$ cat config.mk
export PLATFORM = sky130hd
export DESIGN_NAME = mean_tree_avg
export DESIGN_NICKNAME = d
export VERILOG_FILES = /design/src/rtl/mean_pkg.sv /design/src/rtl/mean_add_stage.sv /design/src/rtl/mean_tree_avg.sv
export SDC_FILE = /design/constraint.sdc
export NUM_CORES = 1
export LEC_CHECK = 0
export BUFFER_PORTS_ARGS = -buffer_cell sky130_fd_sc_hd__buf_4
export CORE_ASPECT_RATIO = 1.1
export CORE_UTILIZATION = 59
export DETAILED_ROUTE_END_ITERATION = 8
export PLACE_DENSITY = 0.9
export SYNTH_ARGS = -nofsm -noshare
export SYNTH_HDL_FRONTEND = slang
export SYNTH_SLANG_ARGS = --single-unit
$ cat constraint.sdc
create_clock -name clk -period 5.4 [get_ports clk]
set_clock_uncertainty 0.15 [all_clocks]
set_input_delay 0.54 -clock clk [delete_from_list [all_inputs] [get_ports clk]]
set_output_delay 0.54 -clock clk [all_outputs]
set_load 0.02 [all_outputs]
$ cat src/rtl/mean_pkg.sv
// Shared constants and width helpers for the pipelined mean tree.
package mean_pkg;

    localparam int ROUND_TRUNC   = 0;
    localparam int ROUND_HALF_UP = 1;

    // Width of a partial sum after k pairwise-add levels.
    function automatic int stage_w(input int wid, input int k);
        return wid + k;
    endfunction

    // Half of the divisor, added before the final shift for round-half-up.
    function automatic int round_ofs(input int n_log2);
        return (n_log2 > 0) ? (1 << (n_log2 - 1)) : 0;
    endfunction

endpackage

$ cat src/rtl/mean_add_stage.sv
// One level of the adder tree: registered pairwise sums with a travelling valid bit.
module mean_add_stage
    import mean_pkg::*;
#(
    parameter int IN_W   = 16,
    parameter int NUM_IN = 8,
    parameter int SIGNED = 0
) (
    input  logic                                clk,
    input  logic                                rst,
    input  logic                                en,
    input  logic [NUM_IN*IN_W-1:0]              in_data,
    input  logic                                in_valid,
    output logic [(NUM_IN/2)*(IN_W+1)-1:0]      out_data,
    output logic                                out_valid
);

    localparam int NUM_OUT = NUM_IN / 2;
    localparam int OUT_W   = stage_w(IN_W, 1);

    logic [NUM_OUT*OUT_W-1:0] sum_d, sum_q;
    logic                     vld_d, vld_q;

    function automatic logic [OUT_W-1:0] ext(input logic [IN_W-1:0] x);
        return (SIGNED != 0) ? {x[IN_W-1], x} : {1'b0, x};
    endfunction

    always_comb begin
        sum_d = sum_q;
        vld_d = vld_q;
        if (en) begin
            vld_d = in_valid;
            for (int j = 0; j < NUM_OUT; j++) begin
                sum_d[j*OUT_W +: OUT_W] = ext(in_data[(2*j)*IN_W +: IN_W])
                                        + ext(in_data[(2*j+1)*IN_W +: IN_W]);
            end
        end
    end

    always_ff @(posedge clk or posedge rst) begin
        if (rst) begin
            sum_q <= '0;
            vld_q <= 1'b0;
        end else begin
            sum_q <= sum_d;
            vld_q <= vld_d;
        end
    end

    assign out_data  = sum_q;
    assign out_valid = vld_q;

endmodule

$ cat src/rtl/mean_tree_avg.sv
// Pipelined mean of 2^N_LOG2 samples: adder tree, then a rounding/shift output stage.
module mean_tree_avg
    import mean_pkg::*;
#(
    parameter int WID    = 16,
    parameter int N_LOG2 = 3,
    parameter int SIGNED = 0,
    parameter int ROUND  = ROUND_TRUNC
) (
    input  logic                          clk,
    input  logic                          rst,
    input  logic [WID*(1<<N_LOG2)-1:0]    in_data,
    input  logic                          in_valid,
    output logic                          in_ready,
    output logic [WID-1:0]                out_mean,
    output logic                          out_valid,
    input  logic                          out_ready
);

    localparam int N  = 1 << N_LOG2;
    localparam int SW = stage_w(WID, N_LOG2);
    localparam int RW = SW + 1;

    logic              en;
    logic [N_LOG2:0]   vld_pipe;
    logic [SW-1:0]     final_sum;
    logic [RW-1:0]     sum_ext, sum_rnd;
    logic [WID-1:0]    mean_d, mean_q;
    logic              out_valid_d, out_valid_q;
    logic              unused_rnd;

    // A single enable freezes the whole pipe whenever the output is held.
    assign en       = !out_valid_q || out_ready;
    assign in_ready = en;
    assign vld_pipe[0] = in_valid;

    for (genvar k = 1; k <= N_LOG2; k++) begin : g_stage
        localparam int IW = stage_w(WID, k - 1);
        localparam int NI = N >> (k - 1);

        logic [NI*IW-1:0]          st_in;
        logic [(NI/2)*(IW+1)-1:0]  st_out;

        if (k == 1) begin : g_first
            assign st_in = in_data;
        end else begin : g_next
            assign st_in = g_stage[k-1].st_out;
        end

        mean_add_stage #(
            .IN_W   (IW),
            .NUM_IN (NI),
            .SIGNED (SIGNED)
        ) u_stage (
            .clk       (clk),
            .rst       (rst),
            .en        (en),
            .in_data   (st_in),
            .in_valid  (vld_pipe[k-1]),
            .out_data  (st_out),
            .out_valid (vld_pipe[k])
        );
    end

    assign final_sum = g_stage[N_LOG2].st_out;
    assign sum_ext   = (SIGNED != 0) ? {final_sum[SW-1], final_sum} : {1'b0, final_sum};
    assign sum_rnd   = sum_ext + ((ROUND == ROUND_HALF_UP) ? RW'(round_ofs(N_LOG2)) : RW'(0));

    // Taking bits [N_LOG2 +: WID] equals the shift truncated to WID bits; the
    // arithmetic/logical distinction only touches bits above that window.
    assign unused_rnd = ^{sum_rnd[RW-1], sum_rnd[N_LOG2-1:0]};

    always_comb begin
        mean_d      = mean_q;
        out_valid_d = out_valid_q;
        if (en) begin
            out_valid_d = vld_pipe[N_LOG2];
            mean_d      = sum_rnd[N_LOG2 +: WID];
        end
    end

    always_ff @(posedge clk or posedge rst) begin
        if (rst) begin
            mean_q      <= '0;
            out_valid_q <= 1'b0;
        end else begin
            mean_q      <= mean_d;
            out_valid_q <= out_valid_d;
        end
    end

    assign out_mean  = mean_q;
    assign out_valid = out_valid_q;

endmodule

**Yosys cells after proc, flatten, opt, wreduce, memory -nomap -nowiden**

Index checks and enable logic that the tools add are counted.

- Bits in latches: 0
- Word-level logic and storage cells: 17
- Bits in writable memories: 0
- Input bits: 132
- Memories kept: 0
- Bits in registers: 143
- Memory bits (read-only): 0

- Shifts and indexed selects: 0
- Bitwise operators: 0
- Add/subtract/negate cells: 7
- Divide/modulo/power cells: 0
- Muxes and demuxes: 0
- Multiply operators: 0
- Order comparisons: 0
- Equal/unequal tests: 0
- Reduce and logical (&&, ||, !) cells: 2

Operator list:

| cell | count |
|---|---|
| 16-bit by 16-bit adder with 17-bit output | 4 |
| 17-bit by 17-bit adder with 18-bit output | 2 |
| 18-bit by 18-bit adder with 19-bit output | 1 |
| 1-bit logical NOT | 1 |
| 1-bit logical OR | 1 |

**Depth between registers and ports, before layout**

Gate-level depths: netlist of run 1.

- Depth after elaboration: 2
- Mapped depth: 10

**Cells and area by module**

From an unflattened synthesis of run 1, not the netlist that was laid out.

- Cell total of the unflattened synthesis: 1146
- Area, all modules: 11131.9 um^2

Modules (own cells, without submodules):

| module | cells each | area an instance (um^2) | times used |
|---|---|---|---|
| mean_add_stage at g_stage[1].u_stage | 589 | 5579.1 | 1 |
| mean_add_stage at g_stage[2].u_stage | 333 | 3111.7 | 1 |
| mean_add_stage at g_stage[3].u_stage | 186 | 1750.4 | 1 |
| mean_tree_avg | 38 | 690.7 | 1 |

**Least setup slack after synthesis of run 1**

No wires, ideal clock.

- Path type: input -> register
- Start point: in in_data[96]
- End point: reg g_stage[1].u_stage.sum_q[65]
- Library setup time: 0.131 ns
- Stages: 9
- Buffers on the path: 0
- Data arrival time: 2.528 ns
- Path slack: 2.590 ns
- Cell sequence: ha_1 > fa_1 > a21oi_1 > o21ai_0 > a2111oi_2 > a211oi_1 > o31a_1 > o2111ai_1 > nand3_1

- Cells in the longest elaborated chain, start to end: 1

Ends and longest elaborated chain:

| what | RTL line | text |
|---|---|---|
| start: declaration | mean_tree_avg.sv:12 | `input logic [WID*(1<<N_LOG2)-1:0] in_data,` |
| 16-bit by 16-bit adder with 17-bit output | mean_add_stage.sv:35 | `+ ext(in_data[(2*j+1)*IN_W +: IN_W]);` |
| end signal: assignment | mean_add_stage.sv:45 | `sum_q <= sum_d;` |
| end: declaration | mean_add_stage.sv:21 | `logic [NUM_OUT*OUT_W-1:0] sum_d, sum_q;` |

Every way passes these cells.
A chain may end at the register's enable or synchronous reset.

**Final worst setup path of run 1**

Ends and elaborated chain as after synthesis.

==> metrics.csv, run 1 <==
metric,value,unit
status,completed,
Worst VDD drop,0.000389,V
Worst path max stage delay,0.57,ns
"commonest non-fill, non-tap cell in the layout",nand2_1,
# IOs,150,
crit path cell chain,buf_4 -> ha_1 -> fa_1 -> a21oi_1 -> o21ai_0 -> a2111oi_2 -> a211oi_1 -> o31a_1 -> o2111ai_1 -> nand3_1,
Crit path max-delay family,compound AO/OA/AOI/OAI gates,
number of antenna-violating nets in the routed design,0,
Antenna Cells,0,
die height,139,um
core outline area,16500,um^2
synthesized area,10100,um^2
Die ar.,17600,um^2
Avg WL per Cell,15.4,um
number of synthesized flops with an enable pin,0,
initial core utilization,61.0,%
Mapped Nets,1397,
layout cells sized above 1,16.1,%
RSZ-0062 raised after global routing,false,
CTS Root Cell,clkbuf_16,
"commonest cells after routing, fill and taps aside","nand2_1, buf_4, dfrtp_1",
Initial DRC Count,586,
PD cells,579,nW/um^2
Fmax,338,MHz
launching element type of the critical path,input pin,
ranking of synthesized cells by area,"dfrtp_1, ha_1, nand2_1, a21oi_1, o21ai_0",
port bufs,149,
initial antenna violation count,0,
top-area cell type share of the netlist area,34.8,%
CTS Buf Count,17,
Synth area leader,dfrtp_1,
Synth cell types,62,
Worst-path clk slew,0.05,ns
syn_area_per_cell,8.79,um^2
top_reg_cell synth,dfrtp_1,
Hold Crit Class,in2async,
final-stage net count,1535,
sequential cell area fraction in the yosys report,34.8,%
Setup crit end kind,register,
Worst-Margin Slew,0.826,ns
area grow syn2layout,19.1,%
Mapped Cells,1144,
"Slew Viols, Final",0,
Row Count,49,
vias in the first global route,8738,
Critical Path Slowest Stage Cell,a2111oi_2,
final hold violations,0,
post-route clock period utilization,54.9,%
min cycle time layout,2.96,ns
via count,8965,
Post-CTS Setup Bufs,0,
First-pass DRT Iterations,5,
P_leak,5.72,nW
Final GP Congestion,0.882,
H-tree lvl count,4,
number of clock sinks,140,
die width,126,um
Seq cells post-synth,140,
critical path class,in2reg,
first-pass GRT wire length,39800,um
post-CTS sizing,0,
DRC,0,
worst skew pair latency,0.43,ns
Post-Route WL,23000,um
CTS Hold Buffers Added,0,
GRT overflow,0,
Max-Cap Viols,0,
Crit path buffers/inverters,1,
Avg Vias per Cell,5.98,
Synth async-reset ratio,100,%
CTS tree,built,
setup tns final,0,ns
CTS max path bufs,2,
fin util,72.6,%
Syn. warnings,0,
Final Setup Violations,0,
WP data required,5.55,ns
worst-path maximum fanout,4,
Worst Path Arrival,3.11,ns
hpwl dp,16800,um
total track usage,27.8,%
Slew HR,44.9,%
largest net degree at the start of global routing,95,
stage by stage:
stage / total power, W / instances / setup slack, ns / cell area, um^2 / hold slack, ns
after global routing: 0.00748 / 1498 / 2.25 / 12000 / 0.175
after global placement: 0.00540 / 1467 / 2.26 / 11300 / 0.291
after CTS: 0.00692 / 1498 / 2.53 / 12000 / 0.151
after detailed placement: 0.00560 / 1467 / 2.15 / 11300 / 0.305
final: 0.00694 / 1498 / 2.44 / 12000 / 0.138
after floorplan: 0.00470 / 1144 / 0.957 / 10100 / 0.280
cells in the mapped netlist (all sizes together), types with 2 or more instances:
cell type,instances
nand2,167
dfrtp,140
a21oi,123
ha,115
nor2,94
o21ai,84
xor2,42
a21o,40
inv,35
clkbuf,31
xnor2,31
o21a,26
a211oi,19
nand3,17
o31ai,17
nor3,14
nand2b,13
a2111oi,9
and3,9
nand4,9
nor2b,9
a31oi,7
o21bai,7
and2,6
fa,6
nor3b,6
a211o,5
a221oi,5
a21boi,4
a31o,4
o31a,4
or2,4
or3,4
buf,3
o2111a,3
o311ai,3
o41a,3
o41ai,3
or4,3
and4,2
mux2,2
o2111ai,2
o211ai,2
o221ai,2
o22ai,2
kinds of logic after synthesis:
group	after synthesis	share of synthesized area, %
buf+inv	69	2.58
flops	140	34.8
compound gates	378	24.7
mux	3	0.324
fa+ha+maj	121	15.5
xor+xnor	73	6.36
simple gates	360	15.7
worst paths after layout:
check	endpoint	startpoint	depth (start not counted)	slack, ns
worst min-delay path	g_stage[1].u_stage.out_data[17]$_DFFE_PP0P_	rst	2	0.14
min in group clk	g_stage[1].u_stage.out_valid$_DFFE_PP0P_	in_valid	3	0.16
worst max register to register	g_stage[2].u_stage.out_data[16]$_DFFE_PP0P_	g_stage[1].u_stage.out_data[0]$_DFFE_PP0P_	10	2.53
worst max-delay path	g_stage[1].u_stage.out_data[65]$_DFFE_PP0P_	in_data[96]	10	2.44
worst min register to register	out_valid$_DFFE_PP0P_	g_stage[3].u_stage.out_valid$_DFFE_PP0P_	1	0.31
max in group asynchronous	g_stage[1].u_stage.out_data[47]$_DFFE_PP0P_	rst	3	3.83
registers in the layout (all words and copies together) (netlist names):
| signal | flops |
|---|---|
| out_valid | 1 |
| g_stage.u_stage.out_data | 120 |
| g_stage.u_stage.out_valid | 3 |
| out_mean | 16 |
routing by layer:
| layer | share of wire, % | track usage (%) | vias up |
|---|---|---|---|
| met5 | 0 | 0 | - |
| met4 | 2.4 | 10.5 | 0 |
| li1 | - | - | 4411 |
| met2 | 50 | 47.0 | 286 |
| met3 | 4.9 | 5.05 | 57 |
| met1 | 43 | 35.4 | 4211 |
power breakdown:
group	total [W]	internal [W]	switching [W]	leakage (nW)
Combinational	0.00382	0.00166	0.00216	3.77
Clock	0.00124	0.000817	0.000424	0.310
Sequential	0.00187	0.00156	0.000313	1.64
Total	0.00694	0.00404	0.00290	5.72
cell type report:
class | count | area (um^2)
Timing Repair Buffer | 153 | 1150
Fill cell | 1208 | 4520
Clock inverter | 7 | 135
Tap cell | 204 | 255
Sequential cell | 140 | 3500
Inverter | 35 | 139
Clock buffer | 24 | 492
Multi-Input combinational cell | 935 | 6300
Note: power is estimated with default switching activity, not from simulation.
==> run 2: changes to the inputs <==
Settings changed: CORE_UTILIZATION 59 to 53, PLACE_DENSITY 0.9 to 0.86.
Clock period 5.4 ns to 2.7 ns, I/O delays scaled along.
==> run 2 against run 1 <==
  * The run now ends with negative hold slack left
  * Clock power rose by 100%
  * Non-clock buffer count rose by 28
  * Critical path depth fell by 2
  * Critical path type is now reg2reg
  * Core utilization fell by 5.6 points
  * Global-route usage fell by 3.3 points
  * Critical endpoint is now g_stage[3].u_stage.out_data[16]$_DFFE_PP0P_
  * Routed wire length rose by 0.60%
  * Cell area rose by 3.3%
  * Count of clock-buffer cells in the layout fell by 6
==> metrics.csv, run 2 (synthesized netlist as in run 1, its figures left out) <==
metric,value,unit
status,"complete, but fails checks",
failing checks,negative hold slack,
P_leak,5.87,nW
layout cells sized above 1,19.0,%
Row Count,52,
"Slew Viols, Final",0,
Crit path max-delay family,compound AO/OA/AOI/OAI gates,
initial antenna violation count,0,
area grow syn2layout,23.0,%
Tot Pwr,0.0144,W
H-tree lvl count,4,
Worst-path clk slew,0.06,ns
Setup crit start,g_stage[2].u_stage.out_data[2]$_DFFE_PP0P_,
CTS Buf Count,17,
"Cell Area, Placed",11600,um^2
r2r worst-path depth,8,
fin util,66.9,%
worst-path maximum fanout,5,
Setup crit end kind,register,
Worst Path Arrival,2.78,ns
First-pass DRT Iterations,7,
Seq pwr share,26.0,%
Combinational Power Share,56.7,%
reg2reg setup slack,0.07,ns
launching element type of the critical path,register,
Critical Path Slowest Stage Cell,o41a_1,
initial core utilization,54.4,%
DRC,0,
min cycle time layout,2.63,ns
Worst path max stage delay,0.44,ns
crit path cell chain,ha_4 -> nand4_1 -> a21boi_2 -> o311a_4 -> o41a_1 -> a221oi_2 -> xnor2_1 -> o21ai_1,
Avg WL per Cell,14.8,um
PD cells,1170,nW/um^2
clock power share,17.3,%
via count,9027,
core outline area,18500,um^2
Final Cell Area,12400,um^2
Worst VDD drop,0.00122,V
"commonest non-fill, non-tap cell in the layout",buf_4,
number of clock sinks,140,
Final Setup Violations,0,
"commonest cells after routing, fill and taps aside","buf_4, nand2_1, dfrtp_1",
RSZ-0062 raised after global routing,true,
Int Pwr,0.00835,W
Avg Vias per Cell,5.76,
CP endpoint,g_stage[3].u_stage.out_data[16]$_DFFE_PP0P_,
Antenna Cells,0,
die width,133,um
Worst-Margin Slew,0.758,ns
RR Startpoint,g_stage[2].u_stage.out_data[2]$_DFFE_PP0P_,
Post-Route WL,23100,um
Initial DRC Count,589,
CTS max path bufs,2,
largest net degree at the start of global routing,159,
Fillers,1460,
hpwl dp,16700,um
Fmax,380,MHz
Fin Hold WS,-0.00250,ns
total track usage,24.5,%
worst skew pair latency,0.43,ns
vias in the first global route,8687,
CTS Root Cell,clkbuf_16,
Crit path buffers/inverters,0,
number of flip-flops in the largest register,120,
number of antenna-violating nets in the routed design,0,
Slew HR,49.5,%
worst r2r dst,g_stage[3].u_stage.out_data[16]$_DFFE_PP0P_,
# IOs,150,
WP depth,8,
WP data required,2.84,ns
Max-Cap Viols,0,
final-stage net count,1563,
GRT overflow,0,
critical path class,reg2reg,
setup tns final,0,ns
P_sw,0.00609,W
port bufs,149,
Die ar.,19500,um^2
final hold violations,1,
post-route clock period utilization,97.5,%
sw frac,42.2,%
Hold Crit Class,in2reg,
first-pass GRT wire length,39200,um
die height,146,um
Final GP Congestion,0.866,
CTS tree,built,
-- run 2: through the flow --
step	std cells	setup WS [ns]
2_1_floorplan	1144	0.160
4_1_cts	1559	0.0239
3_5_place_dp	1525	-0.140
6_report	1566	0.0662
3_3_place_gp	1525	-0.0351
5_1_grt	1566	-0.133
-- run 2: per-layer routing --
layer	track usage [%]	share of wire (%)	routed length, um
met2	42.9	51	11700
met4	7.56	2.1	485
met3	4.20	3.6	840
met5	0	0	0
met1	30.6	44	10100
-- run 2: worst min-delay path by stage --
stage / startpoint / endpoint / slack, ns / depth (start not counted)
6_report: in_data[112] / g_stage[1].u_stage.out_data[51]$_DFFE_PP0P_ / -0.003 / 4
5_1_grt: in_data[112] / g_stage[1].u_stage.out_data[51]$_DFFE_PP0P_ / 0.003 / 4
4_1_cts: in_data[112] / g_stage[1].u_stage.out_data[51]$_DFFE_PP0P_ / 0.003 / 4
3_5_place_dp: g_stage[3].u_stage.out_valid$_DFFE_PP0P_ / g_stage[3].u_stage.out_valid$_DFFE_PP0P_ / 0.30 / 2
3_3_place_gp: g_stage[3].u_stage.out_valid$_DFFE_PP0P_ / out_valid$_DFFE_PP0P_ / 0.29 / 1
2_1_floorplan: in_valid / g_stage[1].u_stage.out_valid$_DFFE_PP0P_ / 0.23 / 2
-- run 2: cell type report --
class	count	area, um^2	share of cell area, %
Clock inverter	14	194	1.57
Multi-Input combinational cell	935	6400	51.8
Inverter	35	138	1.11
Timing Repair Buffer	181	1390	11.2
Tap cell	243	304	2.46
Clock buffer	18	439	3.55
Sequential cell	140	3500	28.3
-- run 2: worst min-delay path: stages --
cell     delay (ns)
buf_4          0.08
ha_1           0.11
nand2_1        0.04
nand2_1        0.05
-- run 2: power groups by stage --
stage	Combinational, W	Sequential, W	Clock [W]
floorplan	0.00569	0.00371	0
global placement	0.00734	0.00372	0
detailed placement	0.00763	0.00376	0
CTS	0.00779	0.00373	0.00251
global route	0.00910	0.00385	0.00261
finish	0.00819	0.00375	0.00250
-- run 2: repair_timing --
item                                    CTS  global route
endpoints found under the setup margin    4            11
setup buffers                             0             7
endpoints found under the hold margin   141             0
hold buffers                              2             0
pin swaps                                 1            11
gates resized for setup                   3            18
